### config.mk
export PLATFORM = sky130hd
export DESIGN_NAME = input_event_router
export DESIGN_NICKNAME = d
export VERILOG_FILES = /design/src/rtl/input_event_router_pkg.sv /design/src/rtl/input_event_router_button_event_gen.sv /design/src/rtl/input_event_router.sv
export SDC_FILE = /design/constraint.sdc
export NUM_CORES = 1
export LEC_CHECK = 0
export CORE_MARGIN = 1
export CORE_UTILIZATION = 58
export CTS_CLUSTER_DIAMETER = 80
export CTS_CLUSTER_SIZE = 12
export DETAILED_ROUTE_END_ITERATION = 16
export GPL_TIMING_DRIVEN = 0
export HOLD_SLACK_MARGIN = 0.03
export PLACE_DENSITY = 0.88
export RECOVER_POWER = 50
export SYNTH_ARGS = -nofsm -noshare
export SYNTH_HDL_FRONTEND = slang
export SYNTH_HIERARCHICAL = 1
export SYNTH_SLANG_ARGS = --single-unit
### constraint.sdc
create_clock -name clk -period 2.15 [get_ports clk]
set_input_delay 0.43 -clock clk [delete_from_list [all_inputs] [get_ports clk]]
set_output_delay 0.43 -clock clk [all_outputs]
set_load 0.02 [all_outputs]
### src/rtl/input_event_router_pkg.sv
// Shared definitions for the push-button input event router: consumer channel IDs,
// per-button FSM encoding and counter width helper.
package input_event_router_pkg;

  typedef enum logic [1:0] {
    CH_PROCESS = 2'd0,
    CH_ACCESS  = 2'd1,
    CH_GAME    = 2'd2,
    CH_SCORE   = 2'd3
  } chan_e;

  typedef enum logic [1:0] {
    ST_IDLE   = 2'd0,
    ST_PRESS  = 2'd1,
    ST_REPEAT = 2'd2
  } btn_state_e;

  // Width of a counter that must hold 0..max_val; never narrower than one bit.
  function automatic int cnt_width(input int max_val);
    return (max_val < 1) ? 1 : $clog2(max_val + 1);
  endfunction

endpackage

### src/rtl/input_event_router_button_event_gen.sv
// One push-button: 2-FF synchroniser, debounce counter and press/auto-repeat FSM.
// state     | meaning
// ST_IDLE   | released; a debounced press emits the press pulse
// ST_PRESS  | held, timing the initial repeat delay
// ST_REPEAT | held, emitting a pulse every repeat period while enabled
module input_event_router_button_event_gen
  import input_event_router_pkg::*;
#(
  parameter int ACTIVE_LOW      = 1,
  parameter int DEBOUNCE_CYCLES = 16,
  parameter int REPEAT_DELAY    = 64,
  parameter int REPEAT_PERIOD   = 16
) (
  input  logic clk_i,
  input  logic rst_i,
  input  logic btn_raw_i,
  input  logic repeat_en_i,
  output logic held_o,
  output logic pulse_o
);

  localparam int DB_W    = cnt_width(DEBOUNCE_CYCLES);
  localparam int TMR_MAX = ((REPEAT_DELAY > REPEAT_PERIOD) ? REPEAT_DELAY : REPEAT_PERIOD) - 1;
  localparam int TMR_W   = cnt_width(TMR_MAX);

  localparam logic [DB_W-1:0]  DB_TC     = DB_W'(DEBOUNCE_CYCLES);
  localparam logic [TMR_W-1:0] DELAY_LD  = TMR_W'(REPEAT_DELAY - 1);
  localparam logic [TMR_W-1:0] PERIOD_LD = TMR_W'(REPEAT_PERIOD - 1);
  localparam logic             POL       = (ACTIVE_LOW != 0);

  logic              sync1_q, sync2_q;
  logic [DB_W-1:0]   db_cnt_q, db_cnt_d;
  logic              held_q, held_d;
  btn_state_e        state_q, state_d;
  logic [TMR_W-1:0]  tmr_q, tmr_d;
  logic              pulse;

  // Polarity is folded in before the first flop so reset (0) means "released".
  always_ff @(posedge clk_i or posedge rst_i) begin
    if (rst_i) begin
      sync1_q <= 1'b0;
      sync2_q <= 1'b0;
    end else begin
      sync1_q <= btn_raw_i ^ POL;
      sync2_q <= sync1_q;
    end
  end

  always_comb begin
    db_cnt_d = db_cnt_q;
    held_d   = held_q;
    if (sync2_q == held_q) begin
      db_cnt_d = '0;
    end else if (db_cnt_q == DB_TC) begin
      held_d   = ~held_q;
      db_cnt_d = '0;
    end else begin
      db_cnt_d = db_cnt_q + 1'b1;
    end
  end

  always_ff @(posedge clk_i or posedge rst_i) begin
    if (rst_i) begin
      db_cnt_q <= '0;
      held_q   <= 1'b0;
    end else begin
      db_cnt_q <= db_cnt_d;
      held_q   <= held_d;
    end
  end

  always_comb begin
    state_d = state_q;
    tmr_d   = tmr_q;
    pulse   = 1'b0;
    if (!held_q) begin
      state_d = ST_IDLE;
      tmr_d   = '0;
    end else begin
      case (state_q)
        ST_IDLE: begin
          state_d = ST_PRESS;
          tmr_d   = DELAY_LD;
          pulse   = 1'b1;
        end
        ST_PRESS: begin
          if (tmr_q == '0) begin
            // Without repeat the timer parks at zero; enabling later starts repeating.
            if (repeat_en_i) begin
              pulse   = 1'b1;
              state_d = ST_REPEAT;
              tmr_d   = PERIOD_LD;
            end
          end else begin
            tmr_d = tmr_q - 1'b1;
          end
        end
        ST_REPEAT: begin
          if (tmr_q == '0) begin
            pulse = repeat_en_i;
            tmr_d = PERIOD_LD;
          end else begin
            tmr_d = tmr_q - 1'b1;
          end
        end
        default: begin
          state_d = ST_IDLE;
          tmr_d   = '0;
        end
      endcase
    end
  end

  always_ff @(posedge clk_i or posedge rst_i) begin
    if (rst_i) begin
      state_q <= ST_IDLE;
      tmr_q   <= '0;
    end else begin
      state_q <= state_d;
      tmr_q   <= tmr_d;
    end
  end

  assign held_o  = held_q;
  assign pulse_o = pulse;

endmodule

### src/rtl/input_event_router.sv
// Push-button front end: one event generator per button, routed to the consumer chosen by sel.
// Buttons still held across a channel switch are blocked until released.
module input_event_router
  import input_event_router_pkg::*;
#(
  parameter int NUM_BUTTONS     = 3,
  parameter int NUM_CHANNELS    = int'(CH_SCORE) + 1,
  parameter int ACTIVE_LOW      = 1,
  parameter int DEBOUNCE_CYCLES = 16,
  parameter int REPEAT_DELAY    = 64,
  parameter int REPEAT_PERIOD   = 16,
  parameter int SEL_W           = (NUM_CHANNELS > 1) ? $clog2(NUM_CHANNELS) : 1
) (
  input  logic                              clk,
  input  logic                              rst,
  input  logic [NUM_BUTTONS-1:0]            btn_raw,
  input  logic [SEL_W-1:0]                  sel,
  input  logic [NUM_BUTTONS-1:0]            repeat_en,
  output logic [NUM_CHANNELS*NUM_BUTTONS-1:0] evt_out,
  output logic [NUM_BUTTONS-1:0]            held
);

  localparam int NB = NUM_BUTTONS;
  localparam int NC = NUM_CHANNELS;

  logic [NB-1:0]    pulse;
  logic [NB-1:0]    held_w;
  logic [SEL_W-1:0] sel_q;
  logic [NB-1:0]    blocked_q, blocked_d;
  logic [NC*NB-1:0] evt_q, evt_d;

  for (genvar b = 0; b < NB; b++) begin : g_btn
    input_event_router_button_event_gen #(
      .ACTIVE_LOW     (ACTIVE_LOW),
      .DEBOUNCE_CYCLES(DEBOUNCE_CYCLES),
      .REPEAT_DELAY   (REPEAT_DELAY),
      .REPEAT_PERIOD  (REPEAT_PERIOD)
    ) u_btn (
      .clk_i      (clk),
      .rst_i      (rst),
      .btn_raw_i  (btn_raw[b]),
      .repeat_en_i(repeat_en[b]),
      .held_o     (held_w[b]),
      .pulse_o    (pulse[b])
    );
  end

  // Set together with the sel_q update so the new consumer never sees a held key.
  always_comb begin
    blocked_d = held_w & (blocked_q | {NB{sel != sel_q}});
  end

  always_comb begin
    evt_d = '0;
    for (int ch = 0; ch < NC; ch++) begin
      for (int b = 0; b < NB; b++) begin
        evt_d[ch*NB + b] = pulse[b] & ~blocked_q[b] & (sel_q == SEL_W'(ch));
      end
    end
  end

  always_ff @(posedge clk or posedge rst) begin
    if (rst) begin
      sel_q     <= '0;
      blocked_q <= '0;
      evt_q     <= '0;
    end else begin
      sel_q     <= sel;
      blocked_q <= blocked_d;
      evt_q     <= evt_d;
    end
  end

  assign evt_out = evt_q;
  assign held    = held_w;

endmodule

==> results by group, run 1 <==
CTS
  • TritonCTS clock tree: done
  • Root Buffer Master: clkbuf_8
  • Setup Buffers After CTS: 0
  • H-tree levels: 3
  • CTS sink count: 65
  • Worst-Skew Late Latency: 340 ps
  • Cts bufs inserted: 9
  • Clock-pin slew on the worst setup and hold paths: 70 ps
  • CTS Buffer Depth: 2
  • Resized cells post-CTS: 0
  • Cts hold-fix bufs: 0

Setup path
  • Worst path required time: 1720 ps
  • CP max FO: 9
  • Crit Path Class: flop to output port
  • Critical path cell sequence: clkdlybuf4s50_1
  • Reg2Reg Launch Point: g_btn[2].u_btn/tmr_q[3]
  • Reg2reg setup slack: 270 ps
  • Worst Path Buf+Inv: 1
  • CP startpoint kind: flop
  • Family with the most delay on the worst path: buffers and inverters
  • Slowest stage delay, CP: 670 ps
  • Worst r2r dst: evt_out[2]
  • Reg2reg path depth: 6
  • Critical Path AT: 1550 ps
  • Nature of the critical path endpoint: output port
  • Crit-path slowest cell: clkdlybuf4s50_1
  • Critical Path Stages: 1

Yosys
  • Synth Area in Simple Gates: 0.185
  • Synth unique cells: 38
  • Syn nets: 352
  • Compound-cell area share of the yosys netlist: 0.0897
  • Synth Area per Inst: 10.6 um2
  • Most frequent cell after synthesis: dfrtp_1
  • Synth Area in Adders: 0.101
  • Synth Area in XOR/XNOR: 0.0631
  • Mapped cell area: 3330 um2
  • Ys flop type: dfrtp_1
  • Synthesized instance count: 315
  • Synth top cells by count: dfrtp_1 (65), inv_1 (37), nor2_1 (30)
  • Synth top area cells: dfrtp_1 (49%), ha_1 (10%), xor2_1 (4.5%)
  • Cell taking the most area after synthesis: dfrtp_1
  • EDFF count, synth: 0
  • Mux cell area share after synthesis: 0.0252
  • Seq/Total Area, Yosys: 0.488
  • FF+latch count, synth: 65
  • Synth warn: 6
  • Main combinational cell family by area after synthesis: simple AND/OR/NAND/NOR gates
  • Ys async rst share: 1.00
  • Post-synth top area share: 0.488

STA
  • Final Hold Fails: 0
  • FMAX: 506 MHz
  • Crit path time final: 1980 ps
  • Final setup fails: 0
  • Slew at the pin with the worst max-slew slack: 616 ps
  • Worst rel slew slack: 0.589
  • Final Skew: 9.82 ps
  • RSZ-0062 raised after global routing: no
  • Final slew viol count: 0
  • Final period util: 0.919
  • Total negative setup slack: 0 ps

Route
  • DRC viols: 0
  • DRT iter0 DRCs: 101
  • WL/cell: 13.9 um
  • Total Routed Length: 5920 um
  • Vias per cell: 5.33
  • Post-route ant nets: 0
  • Vias after detailed routing: 2278
  • DRT Pass-1 Iters: 5

Power
  • Clk pwr share: 0.452
  • Internal: 1.93 mW
  • Sw frac: 0.222
  • Seq pwr share: 0.509
  • Lkg Pwr: 1.82 nW
  • Logic pwr share: 0.039
  • Peak supply drop: 0.442 mV
  • Net switching power: 0.551 mW
  • Pwr/cell area: 640 nW/um2

Floorplanning
  • Core Rows: 27
  • Die X: 77.8 um
  • Initial Utilization: 0.605
  • DIE AREA: 6050 um2
  • Core ar.: 5510 um2
  • I/O pin cnt: 25
  • Die Y: 77.8 um

Global route
  • GRT overflow: 0
  • GR Util All Layers: 0.221
  • Initial antenna violation count: 0
  • First-pass GRT wire length: 10200 um
  • Vias in the first global route: 2263
  • Largest net degree at the start of global routing: 18

Cells and area
  • Finished Layout Cells: 427
  • Antenna cells: 0
  • Final layout net count: 387
  • Layout area overhead: 16.4%
  • Fill cells: 376
  • Design area: 3880 um2
  • Layout cells sized above 1: 0.104

Placed design
  • Placed insts: 411
  • GP Congestion: 0.851
  • Hpwl dp: 4170 um
  • Placement Cell Area: 3660 um2
  • Port bufs: 24

Min path
  • Worst Hold Path EP: g_btn[2].u_btn/sync2_q
  • Hold Path Depth: 0
  • Min-delay src: g_btn[2].u_btn/sync1_q
  • Hold Crit Class: flop to flop

Run status
  • Outcome: completed

Job
  • Max cap viols: 0
## placed cells by master, fill, tap and decap left out, types with 3 or more instances in the layout
cell,netlist,final
dfrtp_1,65,65
inv_1,37,37
nor2_1,30,30
ha_1,27,27
clkdlybuf4s50_1,0,18
xor2_1,17,17
o21ai_0,14,14
a21oi_1,12,12
nand3_1,10,10
nand2b_1,9,9
nor3_1,9,9
nand2_1,9,9
clkbuf_8,0,9
a31oi_1,8,8
nor2b_1,8,8
xnor2_1,7,7
dlygate4sd3_1,0,6
mux2i_1,5,5
nor3b_1,5,5
nand4_1,4,4
nand3b_1,3,3
nor3_4,3,3
nand4bb_1,3,3
and3_1,3,3
mux2_2,3,3
## logic make-up (layout without fill, tap and decap cells)
logic type,count (synthesis),count (layout)
muxes,8,8
adders and majority gates,27,27
DFF,65,65
and+or+nand+nor,105,105
xor gates and xnor gates,24,24
buffers and inverters,40,80
AOI/OAI and AO/OA,46,46
## layer usage
metal | routed length, um | global-route usage | vias to the layer above
met3 | 195 | 0.0341 | 12
li1 | - | - | 1123
met5 | 0 | 0 | -
met1 | 2760 | 0.297 | 1089
met4 | 98 | 0.109 | 0
met2 | 2860 | 0.348 | 54
## area by class of cell
type                    count  area, um2  area share
plain buffers               3       18.8     0.00484
well taps                  72       90.1      0.0232
multi-input cells         210       1550       0.399
flip-flops and latches     65       1630       0.419
clock buffers               9        124      0.0319
repair buffers             24        240      0.0619
clock inverters             7       93.8      0.0242
inverters                  37        139      0.0358
## state kept, by name, summed over array words and instances (netlist names)
signal,count
g_btn.u_btn/sync2_q,3
g_btn.u_btn/db_cnt_q,15
evt_out,12
g_btn.u_btn/sync1_q,3
sel_q,2
blocked_q,3
g_btn.u_btn/state_q,6
g_btn.u_btn/tmr_q,18
g_btn.u_btn/held_o,3
## how the worst max path moves through the flow
stage                            start         end
2_1_floorplan  g_btn[1].u_btn/tmr_q[3]  evt_out[1]
3_3_place_gp   g_btn[2].u_btn/tmr_q[3]  evt_out[2]
3_5_place_dp   g_btn[2].u_btn/tmr_q[3]  evt_out[2]
4_1_cts          g_btn[0].u_btn/held_o     held[0]
5_1_grt        g_btn[2].u_btn/tmr_q[0]  evt_out[2]
6_report         g_btn[0].u_btn/held_o     held[0]
## power by group through the flow
stage          clock [mW]  sequential (mW)  combinational (mW)
6_report             1.12             1.26              0.0971
5_1_grt              1.21             1.27               0.112
4_1_cts              1.15             1.26               0.101
3_5_place_dp            0             1.29              0.0998
3_3_place_gp            0             1.29              0.0970
2_1_floorplan           0             1.28              0.0634
## metrics by stage
stage / total power [mW] / hold slack, ps / setup slack (ps) / utilization
after floorplan: 1.35 / 331 / 616 / -
after global placement: 1.38 / 333 / 382 / 0.665
after detailed placement: 1.39 / 338 / 364 / 0.665
after CTS: 2.51 / 355 / 182 / 0.705
after global routing: 2.59 / 374 / 100 / 0.705
final: 2.48 / 353 / 174 / 0.705
Power figures use the tool's default switching activity.
==> run 2: changes to the inputs <==
RECOVER_POWER = 100   (was 50)
==> results by group, run 2 (synthesis gave the netlist of run 1 again) <==
Placed design
  • Port bufs: 24
  • Hpwl dp: 4170 um
  • Place WS: 364 ps
  • GP Congestion: 0.851

Cells and area
  • Most flop-heavy register: g_btn.u_btn/tmr_q
  • Fill cells: 380
  • Commonest non-fill, non-tap cell in the layout: dfrtp_1
  • Final layout net count: 387
  • Layout area overhead: 15.8%
  • Max reg flops: 18
  • Antenna cells: 0
  • Most frequent cells in the layout: dfrtp_1 (65), inv_1 (37), nor2_1 (30), ha_1 (27), dlygate4sd3_1 (21)
  • Layout cells sized above 1: 0.0901

Setup path
  • Critical path cell sequence: dlygate4sd3_1
  • CP startpoint kind: flop
  • Critical Path AT: 1590 ps
  • Worst Path Buf+Inv: 1
  • Crit-path slowest cell: dlygate4sd3_1
  • Nature of the critical path endpoint: output port
  • Crit Path Class: flop to output port
  • Slowest stage delay, CP: 720 ps
  • Family with the most delay on the worst path: buffers and inverters
  • Worst path required time: 1720 ps
  • CP max FO: 9

Route
  • DRT Pass-1 Iters: 4
  • Vias after detailed routing: 2277
  • DRT iter0 DRCs: 125
  • Post-route ant nets: 0
  • Total Routed Length: 5920 um
  • Vias per cell: 5.33
  • DRC viols: 0
  • WL/cell: 13.9 um

STA
  • Final setup fails: 0
  • RSZ-0062 raised after global routing: no
  • Final Skew: 9.25 ps
  • Final period util: 0.938
  • Final Hold Fails: 0
  • Minimum setup slack in the final design: 133 ps
  • Final slew viol count: 0
  • Total negative setup slack: 0 ps
  • Worst rel slew slack: 0.587
  • Crit path time final: 2020 ps
  • Slew at the pin with the worst max-slew slack: 619 ps
  • FMAX: 496 MHz

Global route
  • Largest net degree at the start of global routing: 18
  • GRT overflow: 0
  • First-pass GRT wire length: 10200 um
  • Initial antenna violation count: 0
  • GR Util All Layers: 0.221
  • Vias in the first global route: 2263

CTS
  • CTS Buffer Depth: 2
  • Cts hold-fix bufs: 0
  • H-tree levels: 3
  • Resized cells post-CTS: 0
  • Setup Buffers After CTS: 0
  • TritonCTS clock tree: done
  • CTS sink count: 65
  • Worst-Skew Late Latency: 340 ps
  • Clock-pin slew on the worst setup and hold paths: 70 ps
  • Cts bufs inserted: 9
  • Root Buffer Master: clkbuf_8

Power
  • Pwr/cell area: 644 nW/um2
  • Lkg Pwr: 1.86 nW
  • Peak supply drop: 0.442 mV

Floorplanning
  • DIE AREA: 6050 um2
  • Die X: 77.8 um
  • I/O pin cnt: 25
  • Core ar.: 5510 um2
  • Initial Utilization: 0.605
  • Core Rows: 27
  • Die Y: 77.8 um

Run status
  • Outcome: completed

Job
  • Max cap viols: 0

Min path
  • Hold Crit Class: flop to flop
## run 2: final cells by class
class,count,area [um2],share of cell area
clock buffer,9,124,0.0321
inverter,37,139,0.0360
clock inverter,7,93.8,0.0243
buffer,3,11.3,0.00292
sequential,65,1630,0.421
tap,72,90.1,0.0233
timing repair buffer,24,240,0.0622
multi-input combinational,210,1540,0.398
## run 2: routing by layer
metal  global-route usage  wire length, um  vias to the layer above
met5                    0                0                        -
met4                0.109               95                        0
met3               0.0341              193                       10
met2                0.348             2850                       57
met1                0.297             2770                     1087
li1                     -                -                     1123
## run 2: worst paths after layout
kind / cells after the start / slack, ps / start / end
max in group asynchronous: 2 / 1010 / rst / g_btn[0].u_btn/tmr_q[2]
min: 0 / 350 / g_btn[2].u_btn/sync1_q / g_btn[2].u_btn/sync2_q
max: 1 / 130 / g_btn[0].u_btn/held_o / held[0]
max reg2reg: 5 / 240 / g_btn[0].u_btn/tmr_q[3] / g_btn[0].u_btn/tmr_q[0]
min in group asynchronous: 2 / 720 / rst / g_btn[1].u_btn/tmr_q[2]
min reg2reg: 0 / 350 / g_btn[2].u_btn/sync1_q / g_btn[2].u_btn/sync2_q
## run 2: metrics by stage
step | total power [mW] | instance area [um2] | hold slack [ps] | util | instances
6_report | 2.49 | 3860 | 353 | 0.701 | 427
5_1_grt | 2.59 | 3860 | 374 | 0.701 | 427
4_1_cts | 2.51 | 3880 | 355 | 0.705 | 427
3_5_place_dp | 1.39 | 3660 | 338 | 0.665 | 411
3_3_place_gp | 1.38 | 3660 | 333 | 0.665 | 411
2_1_floorplan | 1.35 | 3330 | 331 | - | 315
## run 2: where the power goes
part | internal [mW] | switching [mW]
logic | 0.0382 | 0.0586
registers | 1.24 | 0.0207
clock network | 0.652 | 0.474
total | 1.93 | 0.553
